`config.mk`:
```
export PLATFORM = sky130hd
export DESIGN_NAME = instr_loader
export DESIGN_NICKNAME = d
export VERILOG_FILES = /design/src/rtl/instr_loader_pkg.sv /design/src/rtl/instr_loader.sv
export SDC_FILE = /design/constraint.sdc
export NUM_CORES = 1
export LEC_CHECK = 0
export ABC_AREA = 1
export CORE_ASPECT_RATIO = 1.25
export CORE_MARGIN = 2
export CORE_UTILIZATION = 40
export DETAILED_ROUTE_END_ITERATION = 8
export GPL_ROUTABILITY_DRIVEN = 0
export HOLD_SLACK_MARGIN = 0.06
export PLACE_DENSITY = 0.66
export SLEW_MARGIN = 10
export SYNTH_ARGS = -nofsm -noshare
export SYNTH_HDL_FRONTEND = slang
export SYNTH_SLANG_ARGS = --single-unit
```
`constraint.sdc`:
```
create_clock -name clk -period 1.8 [get_ports clk]
set_clock_uncertainty 0.1 [all_clocks]
set_input_delay 0.36 -clock clk [delete_from_list [all_inputs] [get_ports clk]]
set_output_delay 0.36 -clock clk [all_outputs]
set_load 0.02 [all_outputs]
```
`src/rtl/instr_loader_pkg.sv`:
```
// Shared definitions for the program loader: FSM state encoding and the
// default instruction-memory depth.
package instr_loader_pkg;

  localparam int DEFAULT_DEPTH = 64;

  typedef enum logic [1:0] {
    IDLE    = 2'd0,
    COLLECT = 2'd1,
    WRITE   = 2'd2,
    DONE    = 2'd3
  } state_t;

endpackage

```
`src/rtl/instr_loader.sv`:
```
// Streams little-endian program bytes into 32-bit words and writes them to the
// instruction memory, holding the CPU off until the whole image is stored.
module instr_loader
  import instr_loader_pkg::*;
#(
  parameter int DEPTH = DEFAULT_DEPTH,
  localparam int AW = $clog2(DEPTH),
  localparam int LW = AW + 1
) (
  input  logic          clk,
  input  logic          reset_n,
  input  logic          load_start,
  input  logic [LW-1:0] load_len,
  input  logic [7:0]    byte_data,
  input  logic          byte_valid,
  output logic          byte_ready,
  output logic          store_en,
  output logic [AW-1:0] store_address,
  output logic [31:0]   store_data,
  output logic          cpu_hold,
  output logic          load_done,
  output logic [7:0]    checksum
);

  state_t        state, state_next;
  logic [LW-1:0] len_reg;
  logic [AW-1:0] word_idx;
  logic [1:0]    byte_cnt;
  logic [23:0]   word_buf;
  logic [LW-1:0] len_clamped;
  logic          last_word;
  logic          take_byte;

  assign len_clamped = (load_len > LW'(DEPTH)) ? LW'(DEPTH) : load_len;
  assign last_word   = ({1'b0, word_idx} == (len_reg - LW'(1)));
  assign take_byte   = (state == COLLECT) && byte_valid;

  always_ff @(posedge clk or negedge reset_n) begin
    if (!reset_n) begin
      state <= IDLE;
    end else begin
      state <= state_next;
    end
  end

  always_comb begin
    state_next = state;
    byte_ready = 1'b0;
    store_en   = 1'b0;
    cpu_hold   = 1'b0;
    load_done  = 1'b0;
    unique case (state)
      IDLE: begin
        if (load_start) begin
          state_next = (load_len == '0) ? DONE : COLLECT;
        end
      end
      COLLECT: begin
        byte_ready = 1'b1;
        cpu_hold   = 1'b1;
        if (byte_valid && (byte_cnt == 2'd3)) begin
          state_next = WRITE;
        end
      end
      WRITE: begin
        store_en   = 1'b1;
        cpu_hold   = 1'b1;
        state_next = last_word ? DONE : COLLECT;
      end
      DONE: begin
        load_done  = 1'b1;
        state_next = IDLE;
      end
      default: state_next = IDLE;
    endcase
  end

  // The store registers are loaded on the 4th byte so they present the word
  // during WRITE and keep it afterwards until the next word completes.
  always_ff @(posedge clk or negedge reset_n) begin
    if (!reset_n) begin
      len_reg       <= '0;
      word_idx      <= '0;
      byte_cnt      <= '0;
      word_buf      <= '0;
      store_address <= '0;
      store_data    <= '0;
      checksum      <= '0;
    end else begin
      unique case (state)
        IDLE: begin
          if (load_start) begin
            len_reg  <= len_clamped;
            word_idx <= '0;
            byte_cnt <= '0;
            checksum <= '0;
          end
        end
        COLLECT: begin
          if (take_byte) begin
            checksum <= checksum ^ byte_data;
            case (byte_cnt)
              2'd0: word_buf[7:0]   <= byte_data;
              2'd1: word_buf[15:8]  <= byte_data;
              2'd2: word_buf[23:16] <= byte_data;
              default: begin
                store_data    <= {byte_data, word_buf};
                store_address <= word_idx;
              end
            endcase
            byte_cnt <= byte_cnt + 2'd1;
          end
        end
        WRITE: begin
          if (!last_word) begin
            word_idx <= word_idx + AW'(1);
          end
          byte_cnt <= '0;
        end
        DONE: begin
        end
        default: begin
        end
      endcase
    end
  end

endmodule

```
==> results of run 1 <==
==> layout make-up <==
class / instances / area share [%]
Clock buffer: 12 / 4.77
Clock inverter: 4 / 1.44
Inverter: 41 / 2.91
Sequential cell: 87 / 40.5
Multi-Input combinational cell: 262 / 29.2
Timing Repair Buffer: 96 / 18.2
Tap cell: 126 / 2.93
==> placed cells by master (no fill, tap or decap), drive strengths merged <==
master / synthesis / final
a21oi: 6 / 6
and3b: 1 / 1
buf: 3 / 32
bufinv: 0 / 2
clkbuf: 5 / 12
clkdlybuf4s50: 0 / 39
clkinv: 0 / 2
dfrtp: 87 / 87
dlygate4sd2: 0 / 7
dlygate4sd3: 0 / 1
dlymetal6s2s: 0 / 17
ha: 10 / 10
inv: 41 / 41
mux2: 24 / 24
nand2: 101 / 101
nand3: 17 / 17
nand3b: 1 / 1
nand4: 4 / 4
nor2: 32 / 32
nor3: 1 / 1
o211ai: 1 / 1
o21ai: 53 / 53
o22ai: 2 / 2
or2: 1 / 1
xnor2: 5 / 5
xor2: 3 / 3
==> power by group through the flow <==
stage | combinational, mW | clock, mW | sequential (mW)
after detailed placement | 3.38 | 0 | 3.07
after global placement | 3.30 | 0 | 3.03
final | 3.65 | 2.05 | 3.04
after floorplan | 1.68 | 0 | 3.31
after global routing | 4.00 | 2.17 | 3.12
after CTS | 3.31 | 2.07 | 3.03
==> stage by stage <==
stage | setup slack [ps] | cells
2_1_floorplan | 27.6 | 398
3_3_place_gp | -22.0 | 607
3_5_place_dp | -50.3 | 607
4_1_cts | 5.59 | 625
5_1_grt | -25.3 | 628
6_report | 38.6 | 628
==> logic make-up after synthesis <==
| kind of cell | share of synthesized area, % |
|---|---|
| muxes | 7.03 |
| adders and majority gates | 3.26 |
| xor gates and xnor gates | 1.82 |
| DFF | 56.6 |
| buffers and inverters | 5.21 |
| AOI/OAI and AO/OA | 8.30 |
| and+or+nand+nor | 17.7 |
==> worst reg2reg max path, delay by kind of cell (launching register included) <==
family / cells / cell delay [ps]
DFF: 1 / 360
adders and majority gates: 1 / 280
and+or+nand+nor: 9 / 860
buffers and inverters: 2 / 100
==> layer usage <==
metal,vias to the layer above,GRT usage [%],wire length (µm)
li1,1490,-,-
met1,1465,22.3,3890
met2,89,30.7,4530
met3,12,4.56,362
met4,0,5.86,139
met5,-,0,0
==> repair_timing <==
item | 4_1_cts | 5_1_grt
setup buffers | 1 | 3
pin swaps | 1 | 10
setup endpoints to repair | 12 | 59
hold buffers | 1 | 0
endpoints found under the hold margin | 17 | 0
resized for setup | 23 | 54
==> worst paths after layout <==
kind,startpoint,to,slack (ps)
max in group asynchronous,reset_n,len_reg[0]$_DFFE_PN0P_,700
setup reg to reg,len_reg[0]$_DFFE_PN0P_,word_idx[4]$_DFFE_PN0P_,60
hold reg to reg,checksum[7]$_DFFE_PN0P_,checksum[7]$_DFFE_PN0P_,370
hold / removal,reset_n,word_buf[14]$_DFFE_PN0P_,340
setup / recovery,store_data[5]$_DFFE_PN0P_,store_data[5],40
min in group clk,checksum[7]$_DFFE_PN0P_,checksum[7]$_DFFE_PN0P_,370
==> results.txt, run 1 <==
* WP depth: 1
- The worst register-to-register path has a depth of 12.
* IO Count: 69
- Synthesized flop and latch total: 87
- After layout, the design draws a total of 8.74 mW.
- Sorting the synthesized cells by area gives the leading types as dfrtp_1 57%, nand2_1 9.5%, o21ai_0 6.6%.
* Via count of the first global-routing pass: 2965
- Total negative slack: 0 ps
- Setup repair after global routing could not meet its margin everywhere.
* Clock tree from TritonCTS: done
- In this design, the stage delay of the slowest critical-path cell is 610 ps.
- The register with the most flip-flops in the layout has 32 of them.
- Count of max-cap constraint violations: 0
- Sw frac: 36.8%
- First-pass GRT wire length: 14500 µm
- Mapped Cells: 398
- nand2_1 is the most common cell in the netlist.
- The tree is rooted in a clkbuf_16.
- Of the total power, registers draw 34.8%.
- Traced cell by cell, the critical path runs through clkdlybuf4s50_1.
* Crit path DAT: 1300 ps
- Syn nets: 427
- Clock power share: 23.5%
* Synth top cells by count: 97 x nand2_1, 87 x dfrtp_1, 51 x o21ai_0, 34 x inv_1, 29 x nor2_1
- In the final layout, flip-flops and latches occupy 0.00218 mm².
- Detailed router's first-iteration violation count: 175
* Cell area after technology mapping: 0.00384 mm²
- Tightest Pin Transition: 312 ps
* Fmax: 568 MHz
- Outcome: completed
- Across every metal layer, demand over resource in global routing totals 18.0%.
- Crit path max fanout: 2
- The first TritonRoute pass finished after 4 iterations.
* Post-synthesis cell type with the largest combined area: dfrtp_1
* Maximum number of buffers from clock root to sink: 2
- Once placement finished, the instance area stood at 0.00487 mm².
* Clock Pin Slew Worst Setup and Hold Paths: 60 ps
* Normalized max-slew margin: 79.1%
- Power per Cell Area: 1630 mW/mm²
- Summed over all layers, the routed wires come to 8920 µm.
- Total CTS buffers: 9
- Number of fill cells: 824
- The final critical path takes up 97.9% of the cycle.
* Initial Utilization: 40.6%
- In this run, distinct cell masters in the synthesized netlist total 30.
- Pin count of the biggest net entering global routing: 50
- The critical path in this run is classified as register to output pin.
- Most flops, register: store_data
- Switching pwr: 3.22 mW
- Area added between synthesis and finish: 39.8%
- For this run, the register share of the synthesized area comes to 56.6%.
- At the worst endpoint, the required time is 1340 ps.
- # diodes: 0
- Crit path buf inv count: 1
- Area of the multi-input gates: 0.00157 mm²
- From left edge to right edge, the die measures 91.7 µm.
- Counting flops with a built-in enable in the synthesized netlist gives 0.
* DPL Wire Length: 6380 µm
- Largest vdd supply drop: 1.00 mV
* Average cell area after synthesis: 9.66 µm²
- Chip height: 114 µm
- At the end of the flow the core is filled with cells to 56.8%.
- DR vias/cell: 4.87
- Placeable core region: 0.00946 mm²
- STA classifies the critical path startpoint as a register.
- The floorplan has 40 rows.
- In this run, the combinational gates consume 41.7% of the power.
- The min-delay analysis places its worst path in the category input port to asynchronous set/reset pin.
- Count of vias placed by the detailed router: 3056
- Number of endpoints with negative hold slack in the final report: 0
* Share of the synthesized area in the top cell type: 56.6%
- Among all flip-flop cells after synthesis, the most frequent one is dfrtp_1.
- At the later pin of the worst-skew pair, clock insertion delay measures 340 ps.
- Remaining routing DRC violations: 0
* Number of routed nets with antenna violations: 0
- The finished cells cover 0.00537 mm².
- Hold is met by 341 ps.
* Number of warnings printed during yosys synthesis: 0
- Clock period minus worst slack: 1760 ps
- The cell family contributing the most delay on the critical path is buffers and inverters.
- Setup violators final: 0
* Final-report max-slew violation count: 0
- Static leakage: 2.86 nW
- Number of clock sinks: 87
- Average wire length per cell after detail routing: 14.2 µm
- Int Pwr: 5.52 mW
- Among all stages on the critical path, the largest delay is contributed by clkdlybuf4s50_1.
* GR Overflow Total: 0
* Share of cells above drive strength 1: 21.7%
- The H-tree generated during clock tree synthesis spans 3 levels.
- Registers with the most flip-flops: store_data: 32 flops, word_buf: 24 flops, checksum: 8 flops
- STA classifies the critical path endpoint as an output pin.
- After synthesis, the share of flip-flops with an asynchronous set or reset is 100%.
* Overall die area: 0.0104 mm²
* Final #Nets: 526
- The number of antenna violations at the first check in global routing was 0.
- In this run the tool buffered the top-level ports with 68 buffer cells.
No activity file was read; power rests on OpenSTA's default activity.
==> inputs of run 2 (changes only) <==
--- a/config.mk
+++ b/config.mk
@@ -11,8 +11,6 @@
 export CORE_UTILIZATION = 40
 export DETAILED_ROUTE_END_ITERATION = 8
 export GPL_ROUTABILITY_DRIVEN = 0
-export HOLD_SLACK_MARGIN = 0.06
-export PLACE_DENSITY = 0.66
 export SLEW_MARGIN = 10
 export SYNTH_ARGS = -nofsm -noshare
 export SYNTH_HDL_FRONTEND = slang
==> results.txt, run 2 (synthesis gave the netlist of run 1 again) <==
- The endpoint identified for the worst register-to-register timing path is word_idx[4]$_DFFE_PN0P_.
- The setup slack on the worst flop-to-flop path came to 60 ps (about the same).
* Crit path max fanout: 2 (unchanged)
* Final #Nets: 527 (+0.19%)
- The post-detailed-route DRC marker count came to 0 (unchanged).
- The horizontal die dimension was 91.7 µm (unchanged).
- Crit path required time: 1340 ps (about the same)
* Clk Tree Root Cell: clkbuf_16
- Total CTS buffers: 9 (unchanged)
- The worst endpoint data arrival time was 1300 ps (about the same).
- The average routed wire per standard cell was 13.6 µm (-4.4%).
- The max-cap violation count came to 0 (unchanged).
- In the final layout, the registers with the most flip-flops are store_data: 32 flops, word_buf: 24 flops, checksum: 8 flops.
- The number of global-route vias before repair is 2971 (+0.20%).
- The maximum single-stage delay on the critical path came to 620 ps (about the same).
* # diodes: 0 (unchanged)
- Total of buffers placed on input and output ports: 68 (unchanged)
* Reg-to-reg critical path startpoint: len_reg[0]$_DFFE_PN0P_
- The worst-case hold slack was 379 ps (+37.5 ps).
- The signal on the critical path passes through clkdlybuf4s50_1.
* Area added between synthesis and finish: 36.8%
- Following the worst setup path forward leads to its endpoint at store_data[5].
- The worst setup path is of the register to output pin kind.
- Outcome: completed
- The number of clock sinks is 87 (unchanged).
* Count of vias placed by the detailed router: 2997 (-1.9%)
* Number of search-and-repair iterations in the first detailed-routing pass: 4 (unchanged)
- The accumulated negative setup slack was 0 ps (unchanged).
* Final worst path period share: 97.7% (-0.15 points)
- Initial Utilization: 40.6% (unchanged)
- The worst setup timing slack at the placement stage came to -94.1 ps (-43.8 ps).
* Flip-flop count of the largest register, all copies and words added: 32 (unchanged)
- DR vias/cell: 4.77 (-1.9%)
* Pin count of the biggest net entering global routing: 88 (+76%)
- The register with the most flip-flops in the final layout is store_data.
* First-pass GRT wire length: 14500 µm (unchanged)
- The library cell used most frequently in the layout, excluding fill and tap cells, is nand2_1.
- The final number of setup-violating endpoints came to 0 (unchanged).
* Overall die area: 0.0104 mm² (unchanged)
* Antenna violations before repair: 0 (unchanged)
- The static leakage is 2.67 nW (-6.6%).
* RSZ-0062 raised after global routing: true
- Leaving out fill and tap cells, the most frequent cells in the layout are 94 x nand2_1, 87 x dfrtp_1, 50 x o21ai_0.
- The area of the multi-input gates came to 0.00151 mm² (-4.0%).
* Number of endpoints with negative hold slack in the final report: 0 (unchanged)
* Clock period minus worst slack: 1760 ps (-2.63 ps)
* Crit path buf inv count: 1 (unchanged)
* Share of cells above drive strength 1: 18.7% (-3.0 points)
- The fill cell instance count of the final layout came to 853 (+3.5%).
- The number of top-level design ports came to 69 (unchanged).
* Latest clock arrival within the worst-skew pair: 330 ps (about the same)
* Maximum number of buffers from clock root to sink: 2 (unchanged)
* Clock tree from TritonCTS: done
- Number of routed nets with antenna violations: 0 (unchanged)
- The post-detailed-placement half-perimeter wirelength is 6130 µm (-3.9%).
- The total wirelength of the detailed-routed design is 8520 µm (-4.4%).
* CTS H-Tree Depth: 3 (unchanged)
* Chip height: 114 µm (unchanged)
- Broken down by cell family, the worst path's largest delay share belongs to buffers and inverters.
- Worst path setup slack after routing: 41.2 ps (+2.63 ps)
* Fmax: 569 MHz (+0.15%)
* Power per Cell Area: 1530 mW/mm² (-5.8%)
- Launching element type of the critical path: register
- The min-delay analysis places its worst path in the category register to register.
- Crit path from: store_data[5]$_DFFE_PN0P_
- GR Overflow Total: 0 (unchanged)
- The worst slew margin relative to its limit is 70.1% (-8.9 points).
- Detailed router's first-iteration violation count: 113 (-35%)
- Critical Path Sink Type: output pin
- R2R cell count: 12 (unchanged)
- Tightest Pin Transition: 448 ps (+136 ps)
- Total routing usage reported by global routing: 17.8% (-0.19 points)
- Final-report max-slew violation count: 0 (unchanged)
* Floorplan row count: 40 (unchanged)
- The clock slew seen by the registers of the worst setup and hold paths was 60 ps (about the same).
* Flip-flop and latch area: 0.00218 mm² (unchanged)
- The maximum resistive drop on vdd was 0.754 mV (-25%).
* Cell at the slowest stage of the critical path: clkdlybuf4s50_1
- WP depth: 1 (unchanged)
* Placeable core region: 0.00946 mm² (unchanged)
## run 2: cell types whose count changed in the layout (fill, tap and decap cells not counted), sizes merged
cell	before	now
buf	32	31
clkdlybuf4s50	39	49
dlymetal6s2s	17	7
clkinvlp	0	3
clkbuf	12	11
bufinv	2	0
clkdlybuf4s15	0	1
## run 2: where the power goes
part           switching, mW  leakage [nW]  internal (mW)
combinational           1.87          1.39           1.50
sequential             0.428          1.15           2.60
clock                  0.731         0.121          0.926
total                   3.03          2.67           5.03
## run 2: routing by layer
layer / track usage [%] / wire length, µm / up-vias
li1: - / - / 1491
met1: 22.6 / 3820 / 1445
met2: 30.3 / 4340 / 55
met3: 3.04 / 275 / 6
met4: 6.97 / 83 / 0
met5: 0 / 0 / -
## run 2: stage by stage
step | util (%) | instance area [µm²] | total power [mW] | std cells
2_1_floorplan | - | 3850 | 4.99 | 398
3_3_place_gp | 51.8 | 4900 | 6.34 | 609
3_5_place_dp | 51.8 | 4900 | 6.43 | 609
4_1_cts | 54.6 | 5160 | 8.04 | 625
5_1_grt | 55.6 | 5260 | 8.73 | 628
6_report | 55.6 | 5260 | 8.06 | 628
## run 2: worst min-delay path by stage
stage	cells past startpoint	to	slack [ps]	startpoint
after global placement	2	store_data[10]$_DFFE_PN0P_	330	reset_n
after floorplan	0	byte_cnt[0]$_DFFE_PN0P_	-40	reset_n
after detailed placement	2	store_data[10]$_DFFE_PN0P_	340	reset_n
final	1	checksum[2]$_DFFE_PN0P_	380	checksum[2]$_DFFE_PN0P_
after CTS	1	checksum[2]$_DFFE_PN0P_	380	checksum[2]$_DFFE_PN0P_
after global routing	1	checksum[0]$_DFFE_PN0P_	400	checksum[0]$_DFFE_PN0P_
## run 2: area by class of cell
| cell class | count | share of cell area (%) |
|---|---|---|
| inverter | 41 | 2.93 |
| timing repair buffer | 97 | 18.9 |
| sequential | 87 | 41.4 |
| tap | 126 | 3.00 |
| multi-input combinational | 262 | 28.7 |
| clock inverter | 5 | 0.690 |
| clock buffer | 10 | 4.36 |
## run 2: what timing repair did
| item | CTS | global route |
|---|---|---|
| pin swaps | 0 | 7 |
| hold buffers | 1 | 0 |
| gates resized for setup | 22 | 23 |
| setup buffers | 0 | 2 |
| gates cloned | 0 | 1 |
| endpoints found under the hold margin | 87 | 0 |
| setup endpoints to repair | 18 | 39 |
